===== config.mk =====
export PLATFORM = sky130hd
export DESIGN_NAME = regfile_writeback
export DESIGN_NICKNAME = d
export VERILOG_FILES = /design/src/rtl/regfile_pkg.sv /design/src/rtl/wb_skid_buf.sv /design/src/rtl/regfile_writeback.sv
export SDC_FILE = /design/constraint.sdc
export NUM_CORES = 1
export LEC_CHECK = 0
export CORE_UTILIZATION = 35
export CTS_CLUSTER_DIAMETER = 30
export DETAILED_ROUTE_END_ITERATION = 12
export PLACE_DENSITY_LB_ADDON = 0.25
export SLEW_MARGIN = 10
export SYNTH_ARGS = -nofsm -noshare
export SYNTH_HDL_FRONTEND = slang
export SYNTH_SLANG_ARGS = --single-unit

===== constraint.sdc =====
create_clock -name clock -period 1.5 [get_ports clock]
set_input_delay 0.3 -clock clock [delete_from_list [all_inputs] [get_ports clock]]
set_output_delay 0.3 -clock clock [all_outputs]
set_load 0.05 [all_outputs]

===== src/rtl/regfile_pkg.sv =====
// Shared constants and types for the register-file writeback path.
package regfile_pkg;
  localparam int DATA_W   = 8;
  localparam int ADDR_W   = 3;
  localparam int NUM_REGS = 2 ** ADDR_W;

  typedef logic [ADDR_W-1:0] reg_addr_t;
  typedef logic [DATA_W-1:0] reg_data_t;

  localparam reg_addr_t ZERO_REG = '0;
endpackage


===== src/rtl/wb_skid_buf.sv =====
// One-entry holding buffer for a load result (dest + data).
// Handshake: a beat transfers on in_valid && in_ready, leaves on out_valid && out_ready.
module wb_skid_buf
  import regfile_pkg::*;
(
  input  logic      clock,
  input  logic      reset,
  input  logic      in_valid,
  output logic      in_ready,
  input  reg_addr_t in_dest,
  input  reg_data_t in_data,
  output logic      out_valid,
  input  logic      out_ready,
  output reg_addr_t out_dest,
  output reg_data_t out_data
);
  logic      full_q, full_d;
  reg_addr_t dest_q, dest_d;
  reg_data_t data_q, data_d;

  always_comb begin
    full_d = full_q;
    dest_d = dest_q;
    data_d = data_q;
    if (full_q) begin
      full_d = !out_ready;
    end else if (in_valid) begin
      full_d = 1'b1;
      dest_d = in_dest;
      data_d = in_data;
    end
  end

  always_ff @(posedge clock or posedge reset) begin
    if (reset) begin
      full_q <= 1'b0;
      dest_q <= '0;
      data_q <= '0;
    end else begin
      full_q <= full_d;
      dest_q <= dest_d;
      data_q <= data_d;
    end
  end

  assign in_ready  = !full_q;
  assign out_valid = full_q;
  assign out_dest  = dest_q;
  assign out_data  = data_q;
endmodule


===== src/rtl/regfile_writeback.sv =====
// Merges ALU and load results onto the register-file write port and tracks pending destinations.
// Define BYPASS_EN to forward the registered write value to the hazard query.
module regfile_writeback
  import regfile_pkg::*;
(
  input  logic      clock,
  input  logic      reset,
  input  logic      issue_valid,
  input  reg_addr_t issue_dest,
  output logic      issue_ready,
  input  reg_addr_t Read1,
  input  reg_addr_t Read2,
  output logic      stall,
  input  logic      alu_valid,
  input  reg_addr_t alu_dest,
  input  reg_data_t alu_data,
  input  logic      mem_valid,
  input  reg_addr_t mem_dest,
  input  reg_data_t mem_data,
  output logic      mem_ready,
  output reg_addr_t WriteReg,
  output reg_data_t WriteData,
  output logic      RegWrite,
  output reg_data_t bypass_data,
  output logic      bypass1_hit,
  output logic      bypass2_hit
);
  logic                reg_write_q, reg_write_d;
  reg_addr_t           write_reg_q, write_reg_d;
  reg_data_t           write_data_q, write_data_d;
  logic [NUM_REGS-1:0] busy_q, busy_d;

  logic      buf_full, buf_push, buf_pop, buf_in_ready, mem_acc;
  reg_addr_t buf_dest, sel_dest;
  reg_data_t buf_data, sel_data;
  logic      sel_valid;

  assign mem_ready = buf_in_ready;
  assign mem_acc   = mem_valid && buf_in_ready;

  wb_skid_buf u_load_buf (
    .clock     (clock),
    .reset     (reset),
    .in_valid  (buf_push),
    .in_ready  (buf_in_ready),
    .in_dest   (mem_dest),
    .in_data   (mem_data),
    .out_valid (buf_full),
    .out_ready (buf_pop),
    .out_dest  (buf_dest),
    .out_data  (buf_data)
  );

  // ALU first, then the older buffered load, then a fresh load.
  always_comb begin
    sel_valid = 1'b0;
    sel_dest  = ZERO_REG;
    sel_data  = '0;
    buf_push  = 1'b0;
    buf_pop   = 1'b0;
    if (alu_valid) begin
      sel_valid = 1'b1;
      sel_dest  = alu_dest;
      sel_data  = alu_data;
      buf_push  = mem_acc;
    end else if (buf_full) begin
      sel_valid = 1'b1;
      sel_dest  = buf_dest;
      sel_data  = buf_data;
      buf_pop   = 1'b1;
    end else if (mem_acc) begin
      sel_valid = 1'b1;
      sel_dest  = mem_dest;
      sel_data  = mem_data;
    end
  end

  always_comb begin
    reg_write_d  = sel_valid && (sel_dest != ZERO_REG);
    write_reg_d  = sel_valid ? sel_dest : write_reg_q;
    write_data_d = sel_valid ? sel_data : write_data_q;
  end

  // Clear on the actual register-file write, then set so a same-cycle reissue wins.
  always_comb begin
    busy_d = busy_q;
    if (reg_write_q) busy_d[write_reg_q] = 1'b0;
    if (issue_valid && issue_ready && (issue_dest != ZERO_REG)) busy_d[issue_dest] = 1'b1;
  end

  always_ff @(posedge clock or posedge reset) begin
    if (reset) begin
      reg_write_q  <= 1'b0;
      write_reg_q  <= '0;
      write_data_q <= '0;
      busy_q       <= '0;
    end else begin
      reg_write_q  <= reg_write_d;
      write_reg_q  <= write_reg_d;
      write_data_q <= write_data_d;
      busy_q       <= busy_d;
    end
  end

  assign issue_ready = !busy_q[issue_dest];
  assign RegWrite    = reg_write_q;
  assign WriteReg    = write_reg_q;
  assign WriteData   = write_data_q;

`ifdef BYPASS_EN
  assign bypass_data = write_data_q;
  assign bypass1_hit = reg_write_q && (write_reg_q == Read1) && (Read1 != ZERO_REG);
  assign bypass2_hit = reg_write_q && (write_reg_q == Read2) && (Read2 != ZERO_REG);
`else
  assign bypass_data = '0;
  assign bypass1_hit = 1'b0;
  assign bypass2_hit = 1'b0;
`endif

  assign stall = (busy_q[Read1] && !bypass1_hit) || (busy_q[Read2] && !bypass2_hit);
endmodule


== Word level (Yosys, flattened, before mapping) ==
Cells that the tools add are included.

* Bits in registers: 32
* Input port bits: 36
* Word-level logic and storage cells: 56

* $lt $le $gt $ge: 6
* Multiplexer cells: 26
* Bitwise logic cells: 4
* Reduce and logical (&&, ||, !) cells: 13

{| class="wikitable"
|+ Operators by type and width
! kind !! number
|-
| 8-bit 2-to-1 mux || 5
|-
| 3-bit by 4-bit < comparator with 1-bit output (second input constant) || 4
|-
| 1-bit 2-to-1 mux || 13
|-
| 1-bit binary-select mux with 3-bit select || 3
|-
| 3-bit 2-to-1 mux || 3
|-
| 8-bit AND || 1
|-
| 8-bit inverter || 1
|-
| 8-bit bitwise OR || 1
|-
| 1-bit demux with 3-bit select || 2
|-
| 3-bit by 1-bit greater-or-equal comparator with 1-bit output (second input constant) || 2
|-
| 1-bit logical AND || 6
|-
| 3-bit nonzero test || 2
|-
| 1-bit logical NOT || 3
|-
| 2-bit AND reduction || 1
|-
| 1-bit logical OR || 1
|-
| 1-bit inverter || 1
|}

== Depth between registers and ports, before layout ==
* Depth after elaboration: 9
* Depth in mapped cells: 5
* Gate-level depth less buffers: 3

== Modules after synthesis ==
A second synthesis with hierarchy kept.

* Cell total of the unflattened synthesis: 149
* Area, all modules: 1,767.9 um2

{| class="wikitable"
|+ By module, submodules not included
! module !! instances !! cells each !! area each (um2) !! seq. area each (um2)
|-
| regfile_writeback || 1 || 121 || 1,261.2 || 500.5
|-
| wb_skid_buf || 1 || 28 || 506.7 || 300.3
|}

== Least setup slack after synthesis ==
No wires, ideal clock.

* Kind: input to output
* Start point: in issue_dest[0]
* End point: out issue_ready
* Arrival time: 1.799 ns
* Data required time: 1.200 ns
* Path slack: -0.599 ns
* Stages on the path: 3
* Buffers on the path: 1
* Cells stage by stage: buf_2 -> mux4_2 -> mux2i_1

* Cells in the longest elaborated chain, start to end: 3

{| class="wikitable"
|+ Ends and longest elaborated chain
! what !! RTL line !! source
|-
| start: declaration || regfile_writeback.sv:9 || <nowiki>input reg_addr_t issue_dest,</nowiki>
|-
| 1-bit binary-select mux with 3-bit select || regfile_writeback.sv:105 || <nowiki>assign issue_ready = !busy_q[issue_dest];</nowiki>
|-
| 1-bit 2-to-1 mux (not written as such) || regfile_writeback.sv:105 ||
|-
| 1-bit logical NOT || regfile_writeback.sv:105 ||
|-
| end: declaration || regfile_writeback.sv:10 || <nowiki>output logic issue_ready,</nowiki>
|}

Every way passes these cells. The select of a mux whose other input is x is not followed.

== Worst setup path in the final report ==
* Start point: reg busy_q[7]
* End point: out stall

* Cells in the longest elaborated chain, start to end: 3

{| class="wikitable"
|+ Ends and longest elaborated chain
! what !! RTL line !! source
|-
| start: declaration || regfile_writeback.sv:31 || <nowiki>logic [NUM_REGS-1:0] busy_q, busy_d;</nowiki>
|-
| start signal: assignment || regfile_writeback.sv:101 || <nowiki>busy_q <= busy_d;</nowiki>
|-
| 1-bit binary-select mux with 3-bit select || regfile_writeback.sv:120 || <nowiki>assign stall = (busy_q[Read1] && !bypass1_hit) || (busy_q[Read2] && !bypass2_hit);</nowiki>
|-
| 1-bit 2-to-1 mux (not written as such) || regfile_writeback.sv:120 ||
|-
| 1-bit logical OR (*) || regfile_writeback.sv:120 ||
|-
| end: declaration || regfile_writeback.sv:13 || <nowiki>output logic stall,</nowiki>
|}

Every way passes the cells marked *; elsewhere a longest branch is shown, timed or not. The select of a mux whose other input is x is not followed.

==> impl_results.html <==
<table>
<tr><th>Metric</th><th>Value</th></tr>
<tr><th colspan="2">Worst setup path</th></tr>
<tr><td>Critical path, cell by cell</td><td>mux4_2 -&gt; mux2i_2 -&gt; nand2_2 -&gt; buf_8</td></tr>
<tr><td>CP Max Fanout</td><td>5</td></tr>
<tr><td>Kind of start point of the critical path</td><td>register</td></tr>
<tr><td>Delay of the slowest cell on the worst path</td><td>about 0.5 ns</td></tr>
<tr><td>Timing startpoint of the critical path</td><td>busy_q[7]</td></tr>
<tr><td>Standard cell with the maximum stage delay on the critical path</td><td>mux4_2</td></tr>
<tr><td>Required time of the critical path</td><td>1.20 ns</td></tr>
<tr><td>Data arrival time of the critical path</td><td>about 1.6 ns</td></tr>
<tr><td>Worst-case reg-to-reg path depth</td><td>5</td></tr>
<tr><td>Worst Path Class, Setup</td><td>reg -&gt; out</td></tr>
<tr><td>Kind of end point of the critical path</td><td>output port</td></tr>
<tr><td>Startpoint of the most critical register-to-register path</td><td>u_load_buf.out_valid</td></tr>
<tr><th colspan="2">Drt</th></tr>
<tr><td>Number of design-rule violations left by the first detailed-router iteration</td><td>116</td></tr>
<tr><td>Detail-routed net length per standard cell</td><td>14.97 µm</td></tr>
<tr><td>Final ANT Viol Nets</td><td>0</td></tr>
<tr><td>Detail-routed via count per cell</td><td>about 5.1</td></tr>
<tr><td>DRC violations left</td><td>0</td></tr>
<tr><td>Sum of routed wire length over all layers</td><td>4.282 mm</td></tr>
<tr><td>Detailed-route via count</td><td>1456</td></tr>
<tr><td>Number of iterations in the first detailed-routing pass</td><td>4</td></tr>
<tr><th colspan="2">Power and ir drop</th></tr>
<tr><td>P per Cell Area</td><td>1171 nW/µm²</td></tr>
<tr><td>Worst VDD drop</td><td>0.5532 mV</td></tr>
<tr><td>Leakage power summed over all cells</td><td>0.001101 µW</td></tr>
<tr><th colspan="2">Cells and area</th></tr>
<tr><td>Layout cell share with drive strength beyond 1</td><td>28.77%</td></tr>
<tr><td>Commonest non-fill, non-tap cells in the layout</td><td>32 x dfrtp_1, 32 x clkdlybuf4s50_1, 18 x buf_4</td></tr>
<tr><td>Antenna diode count</td><td>0</td></tr>
<tr><td>Util after Layout</td><td>a little under three fifths</td></tr>
<tr><td>Number of nets in the layout</td><td>254</td></tr>
<tr><td>Growth of design area from synthesis to finish</td><td>51.63%</td></tr>
<tr><td>Fill cell total of the finished layout</td><td>~400</td></tr>
<tr><th colspan="2">Yosys</th></tr>
<tr><td>Yosys warning count</td><td>0</td></tr>
<tr><td>Netlist area before placement</td><td>1723 µm²</td></tr>
<tr><td>Average instance area after synthesis</td><td>11.41 µm²</td></tr>
<tr><td>Yosys cell types</td><td>31</td></tr>
<tr><td>Post-synthesis cell count</td><td>~150</td></tr>
<tr><td>Post-synth top area share</td><td>between 40% and 50%</td></tr>
<tr><td>Most used DFF post-synth</td><td>dfrtp_1</td></tr>
<tr><td>Biggest area consumer among synthesized cells</td><td>dfrtp_1</td></tr>
<tr><td>Fraction of registers with async set or reset after synthesis</td><td>100.0%</td></tr>
<tr><td>Part of the Yosys area used for sequential elements</td><td>46.48%</td></tr>
<tr><td>Number of synthesized register bits</td><td>32</td></tr>
<tr><td>Leading cell types by total area after synthesis</td><td>dfrtp_1 46%, mux4_2 7.8%, mux2_2 7.2%, buf_4 4.4%, o22ai_1 3.3%</td></tr>
<tr><td>Number of enable-type register cells in the synthesized netlist</td><td>0</td></tr>
<tr><th colspan="2">CTS</th></tr>
<tr><td>Hold-fix buffers at CTS</td><td>0</td></tr>
<tr><td>Count of clock tree sinks</td><td>32</td></tr>
<tr><td>Bufs on Longest Clock Path</td><td>2</td></tr>
<tr><td>CTS tree</td><td>done</td></tr>
<tr><td>CTS Buf Count</td><td>5</td></tr>
<tr><td>Count of buffers added by post-CTS timing repair for setup</td><td>0</td></tr>
<tr><td>Skew-Pair Late Insertion Delay</td><td>roughly 0.28 ns</td></tr>
<tr><td>H-Tree Depth</td><td>2</td></tr>
<tr><td>Clk slew on worst S/H paths</td><td>0.06 ns</td></tr>
<tr><td>Master cell of the clock root buffer</td><td>clkbuf_8</td></tr>
<tr><th colspan="2">Timing</th></tr>
<tr><td>RSZ-0062 raised after global routing</td><td>yes</td></tr>
<tr><td>Number of endpoints failing setup at the final stage</td><td>2</td></tr>
<tr><td>Number of slew-limit violations in the final report</td><td>0</td></tr>
<tr><td>Worst path setup slack after routing</td><td>-0.4345 ns</td></tr>
<tr><td>Share of the clock period used by the worst path</td><td>129.0%</td></tr>
<tr><td>Worst clock skew on the final layout</td><td>0.003907 ns</td></tr>
<tr><td>Time the final worst path needs with I/O delays and setup</td><td>1.935 ns</td></tr>
<tr><td>Peak Freq</td><td>516.9 MHz</td></tr>
<tr><td>Number of hold-slack violations in the final timing report</td><td>0</td></tr>
<tr><th colspan="2">Die</th></tr>
<tr><td>Die outline area</td><td>5207 µm²</td></tr>
<tr><td>Die span in x</td><td>about 72 µm</td></tr>
<tr><td>Floorplan die height</td><td>72.16 µm</td></tr>
<tr><td>Starting density of the core</td><td>around 36%</td></tr>
<tr><td>Row cnt</td><td>25</td></tr>
<tr><td>Core Box Area</td><td>around 4700 µm²</td></tr>
<tr><td>Number of top-level design ports</td><td>61</td></tr>
<tr><th colspan="2">Outcome</th></tr>
<tr><td>Status</td><td>finished, violations left</td></tr>
<tr><td>Violations in the final reports</td><td>negative setup slack</td></tr>
<tr><th colspan="2">Global route</th></tr>
<tr><td>Global-route usage over all layers</td><td>17.76%</td></tr>
<tr><td>Pin count of the biggest net entering global routing</td><td>33</td></tr>
<tr><td>Global-route wire length before repair</td><td>7.051 mm</td></tr>
<tr><td>Antenna violations before repair</td><td>0</td></tr>
<tr><td>Total global routing overflow</td><td>0</td></tr>
<tr><td>Via count of the first global-routing pass</td><td>1530</td></tr>
<tr><th colspan="2">Hold path</th></tr>
<tr><td>Worst Hold Class</td><td>in -&gt; async</td></tr>
<tr><th colspan="2">Placed design</th></tr>
<tr><td>Final weighted congestion of routability-driven global placement</td><td>0.8658</td></tr>
<tr><td>Count of port buffers added during placement</td><td>50</td></tr>
<tr><td>Placed wire-length estimate</td><td>3.254 mm</td></tr>
<tr><td>DP Worst Slack</td><td>-0.6003 ns</td></tr>
<tr><th colspan="2">Run</th></tr>
<tr><td>Max-cap violations</td><td>0</td></tr>
</table>
==> per-layer routing <==
metal / wire length (µm) / part of all wire, % / up-vias / GRT usage, %
met5: 0 / 0 / - / 0
met4: 67 / 1.6 / 0 / 6.318
met3: 279 / 6.5 / 7 / 5.833
met2: 2231 / 52 / 60 / 31.46
met1: 1703 / 40 / 705 / 19.91
li1: - / - / 684 / -
==> path summary, 6_finish.rpt <==
| path | endpoint | slack, ns |
|---|---|---|
| hold reg to reg | u_load_buf.out_data[6] | 0.51 |
| setup / recovery | stall | -0.43 |
| hold / removal | busy_q[7] | 0.35 |
| max in group asynchronous | u_load_buf.out_dest[1] | 0.98 |
| setup reg to reg | u_load_buf.out_data[5] | 0.13 |
| min in group clock | u_load_buf.out_data[6] | 0.51 |
==> through the flow <==
step           std cells  setup TNS [ns]  area, µm²  hold slack [ns]  total power [µW]
4_1_cts              286         -0.8210       2605           0.3493              3061
5_1_grt              286         -0.9019       2613           0.3602              3215
3_5_place_dp         279          -3.739       2522           0.5044              2374
3_3_place_gp         279          -2.607       2522           0.4888              2329
2_1_floorplan        160        -0.09435       1782           0.3965              1848
6_report             286         -0.7998       2613           0.3469              3060
==> kinds of logic after synthesis <==
group / Yosys count / share of synthesized area, %
AO/OA/AOI/OAI: 48 / 18.23
flip-flops: 32 / 46.48
AND/OR/NAND/NOR: 28 / 9.367
buffers and inverters: 22 / 8.932
multiplexers: 20 / 16.78
other: 1 / 0.2177
==> flip-flops by register name, indices dropped and copies added (netlist names) <==
signal	count
u_load_buf.out_data	8
u_load_buf.out_dest	3
u_load_buf.out_valid	1
busy_q	8
RegWrite	1
WriteData	8
WriteReg	3
==> Yosys cell counts, drive strengths merged, types with 3 or more instances <==
| library cell | number |
|---|---|
| nand2 | 4 |
| a2bb2oi | 3 |
| dfrtp | 32 |
| a21o | 3 |
| nand3b | 3 |
| buf | 18 |
| o21ai | 11 |
| o22ai | 10 |
| nor2 | 8 |
| mux4 | 6 |
| o2bb2ai | 6 |
| inv | 4 |
| nand2b | 4 |
| mux2 | 11 |
| mux2i | 3 |
| a21oi | 11 |
==> report_power, final <==
part | switching, µW | internal (µW) | total (µW) | leakage [µW]
Combinational | 571 | 614 | 1190 | 0.000677
Sequential | 172 | 1030 | 1200 | 0.000378
Clock | 302 | 374 | 676 | 0.0000455
Total | 1050 | 2010 | 3060 | 0.00110
==> worst max-delay path, delay by kind of cell (launching register included) <==
family        cells  cell delay (ns)
simple gates      1             0.08
flops             1             0.43
mux               2             0.69
buf+inv           1             0.15
==> final cells by class <==
class | count | area, µm² | share of cell area, %
multi-input combinational | 106 | 820.8 | 31.42
sequential | 32 | 800.8 | 30.65
timing repair buffer | 69 | 797.0 | 30.51
clock buffer | 8 | 90.09 | 3.448
tap | 67 | 83.83 | 3.209
inverter | 4 | 20.02 | 0.7663
==> timing repair <==
item | in CTS | in global routing
endpoints found under the setup margin | 3 | 2
resized for setup | 4 | 2
pin swaps | 0 | 1
(Power assumes the default switching activity.)
==> RTL edit 1, RTL diff (same settings) <==
Change the package constant `ADDR_W` from 3 to 2.
--- a/src/rtl/regfile_pkg.sv
+++ b/src/rtl/regfile_pkg.sv
@@ -1,7 +1,7 @@
 // Shared constants and types for the register-file writeback path.
 package regfile_pkg;
   localparam int DATA_W   = 8;
-  localparam int ADDR_W   = 3;
+  localparam int ADDR_W   = 2;
   localparam int NUM_REGS = 2 ** ADDR_W;
 
   typedef logic [ADDR_W-1:0] reg_addr_t;
Ports: changed (6 resized); port bits go from 61 to 55. No check against the original RTL was run, so the function may have changed too.
==> RTL edit 1 against the original RTL <==
The run still ends with setup timing left. Core utilization grew 5.2 points. Wire length shrank 25%. Combinational power shrank 21%. Register-to-register slack gained 20 ps. Sequential cell count shrank 6. Cell area shrank 20%. Synthesized area shrank 24%. Die area shrank 23%. Total power shrank 21%. Setup slack gained 270 ps. Synthesized cell count shrank 19%. Clock skew shrank 1.5 ps. Critical endpoint is now issue_ready. Largest cell class is now non-clock buffers.
==> RTL edit 1: results (changes against the original RTL) <==
| Metric | Value |
|---|---|
| Leak pwr | `0.923 nW (-16%)` |
| Met1 track demand over resource | `20.7% (+0.80 points)` |
| Fillers | `305 (-25%)` |
| Final Non-Filler Cells | `229 (-20%)` |
| Synth top cells by count | `26 x dfrtp_1, 13 x o22ai_1, 11 x buf_4` |
| Post-CTS Setup Bufs | `4 (+4)` |
| GR Util met3 | `4.17% (-1.7 points)` |
| H-tree depth | `1 (-1)` |
| Number of global-route vias before repair | `1,128 (-26%)` |
| Largest cells by area after synthesis | `dfrtp_1 50%, mux2_2 8.6%, buf_4 6.3%` |
| Yosys cell types | `30 (-3.2%)` |
| Status | `complete, but fails checks` |
| Min setup slack post-route | `-161 ps (+273 ps)` |
| WL met3 | `191 um (-32%)` |
| Reg2Reg Depth | `3 (-2)` |
| # setup viols final | `2 (unchanged)` |
| CP startpoint | `busy_q[3]` |
| Gates resized, CTS repair | `10 (+6)` |
| Clk pwr share | `23.8% (+1.7 points)` |
| Routed wire length | `3200 um (-25%)` |
| Internal Power | `0.00164 W (-19%)` |
| Comb power frac | `38.6% (about the same)` |
| Failing checks | `setup timing` |
| GRT Resource Usage Total | `16.8% (-0.92 points)` |
| IO buf count | `44 (-12%)` |
| Fin nets | `215 (-15%)` |
| Final GP Congestion | `0.783 (-9.5%)` |
| Fraction of layout cells with a size suffix above 1 | `29.0% (+0.19 points)` |
| Clock-pin transition on the worst setup and hold timing paths | `90 ps (+30 ps)` |
RTL edit 1: cell types whose count changed in the layout (fill, tap and decap cells not counted), sizes merged, moves of 3 or more:
| cell | change |
|---|---|
| o22ai | +3 |
| clkdlybuf4s50 | -7 |
| nand2b | -4 |
| dfrtp | -6 |
| mux4 | -5 |
| o21ai | -8 |
| mux2i | -3 |
| nor2b | +4 |
| clkbuf | -5 |
RTL edit 1: area by class of cell:
type | count | share of cell area [%]
repair buffers | 62 | 34.6
flip-flops and latches | 26 | 31.1
well taps | 46 | 2.74
inverters | 5 | 0.895
multi-input cells | 86 | 27.3
clock buffers | 3 | 1.97
clock inverters | 1 | 1.43
RTL edit 1: kinds of logic (layout without fill, tap and decap cells):
group	Yosys count	after routing	share of synthesized area, %
flops	26	26	49.5
simple gates	25	25	10.2
mux	11	11	10.3
compound gates	40	40	19.9
other cells	1	10	0.285
buf+inv	19	71	9.81
==> RTL edit 2, RTL diff (same flow settings) <==
Without the edit above. Make the reset (`reset`) synchronous in 2 clocked blocks.
--- a/src/rtl/wb_skid_buf.sv
+++ b/src/rtl/wb_skid_buf.sv
@@ -31,7 +31,7 @@
     end
   end
 
-  always_ff @(posedge clock or posedge reset) begin
+  always_ff @(posedge clock) begin
     if (reset) begin
       full_q <= 1'b0;
       dest_q <= '0;
--- a/src/rtl/regfile_writeback.sv
+++ b/src/rtl/regfile_writeback.sv
@@ -88,7 +88,7 @@
     if (issue_valid && issue_ready && (issue_dest != ZERO_REG)) busy_d[issue_dest] = 1'b1;
   end
 
-  always_ff @(posedge clock or posedge reset) begin
+  always_ff @(posedge clock) begin
     if (reset) begin
       reg_write_q  <= 1'b0;
       write_reg_q  <= '0;
Check against the original RTL: differs if reset is asserted again (counterexample within 4 cycles, from zero or initial values and one cycle with reset high); with reset held inactive, the same outputs for 10 cycles.
==> RTL edit 2 against the original RTL <==
The run still ends with setup timing left. Clock skew shrank 1.1 ps. First-iteration DRC count shrank 47%. Cell area grew 0.91%. Wire length shrank 5.6%. Global-route usage shrank 0.66 points. Sequential cell count is the same. Setup slack gained 170 ps. Synthesized area is the same. Register-to-register slack gained 160 ps. Total power shrank 26%. Via count grew 4.7%. Fmax grew 9.9%. Final cell count grew 12%.
==> RTL edit 2: results (changes against the original RTL) <==
| Metric | Value |
|---|---|
| Status | `complete, but fails checks` |
| Failing checks | `setup timing` |
| Met2 usage | `28.9% (-2.6 points)` |
| Seq/total area | `24.8% (-5.8 points)` |
| Critical path arrival | `1460 ps (-170 ps)` |
| Met1 track demand over resource | `21.7% (+1.8 points)` |
| Worst Path Max Fanout | `4 (-1)` |
| Worst reg2reg path endpoint | `WriteData[6]` |
| P_sw | `0.000671 W (-36%)` |
| Final GP Congestion | `0.722 (-17%)` |
| Seq cells | `32 (unchanged)` |
| Met2 WL | `1960 um (-12%)` |
| Hold_ws | `482 ps (+135 ps)` |
| GRT Resource Usage Total | `17.1% (-0.66 points)` |
| Signal buf overhead | `31.4% (+0.86 points)` |
| Avg Vias per Cell | `4.78 (-6.1%)` |
| # setup viols final | `2 (unchanged)` |
| Fraction of layout cells with a size suffix above 1 | `26.6% (-2.2 points)` |
| Setup WS pre-CTS | `-539 ps (+61.0 ps)` |
| Sequential fraction of the synthesis area | `37.2% (-9.3 points)` |
| Signal inverters | `2 (-2)` |
| Fraction of area in multi-input gates | `36.9% (+5.5 points)` |
| Buffers, non-clock | `75 (+8.7%)` |
| Worst VDD drop | `0.000548 V (-0.95%)` |
| Vias | `1,525 (+4.7%)` |
| Placed Cells | `309 (+11%)` |
| WL met3 | `143 um (-49%)` |
| Worst hold path class | `flip-flop to flip-flop` |
| First-pass GRT wire length | `6930 um (-1.7%)` |
| Setup TNS | `-517 ps (+283 ps)` |
| Synth Instances | `180 (+19%)` |
| Fin area | `0.00264 mm2 (+0.91%)` |
| Layout area overhead | `53.0%` |
| Yosys cell types | `35 (+13%)` |
| DR iter-0 viols | `62 (-47%)` |
| Reg2Reg Depth | `4 (-1)` |
| Reg2Reg Setup Slack | `290 ps (+160 ps)` |
| Fin nets | `287 (+13%)` |
| Min setup slack post-route | `-260 ps (+174 ps)` |
| Multi-In Gates | `135 (+27%)` |
| Ys async rst share | `0% (-100 points)` |
| Setup crit end | `issue_ready` |
[RTL edit 2: critical path, cell delays in order, from the launching register on]
cell	delay, ps
dfxtp_4	360
mux4_2	480
mux2i_4	180
buf_12	160
[RTL edit 2: cell families after synthesis]
family | count (synthesis) | share of synthesized area (%)
and+or+nand+nor | 56 | 18.0
AOI/OAI and AO/OA | 47 | 18.3
DFF | 32 | 37.2
muxes | 22 | 17.7
buffers and inverters | 22 | 8.57
other | 1 | 0.218
[RTL edit 2: power by group through the flow]
stage                     Combinational [W]  Clock (W)  Sequential (W)
after floorplan                    0.000277          0         0.00103
after global placement             0.000627          0        0.000966
after detailed placement           0.000630          0        0.000968
after CTS                          0.000632   0.000703        0.000948
after global routing               0.000669   0.000735        0.000957
final                              0.000628   0.000680        0.000949
[RTL edit 2: repair_timing]
action / CTS / global route
hold buffers: 0 / 0
hold endpoints to repair: 0 / 0
resized for setup: 15 / 3
setup buffers: 2 / 0
endpoints found under the setup margin: 2 / 3
pin swaps: 1 / 1
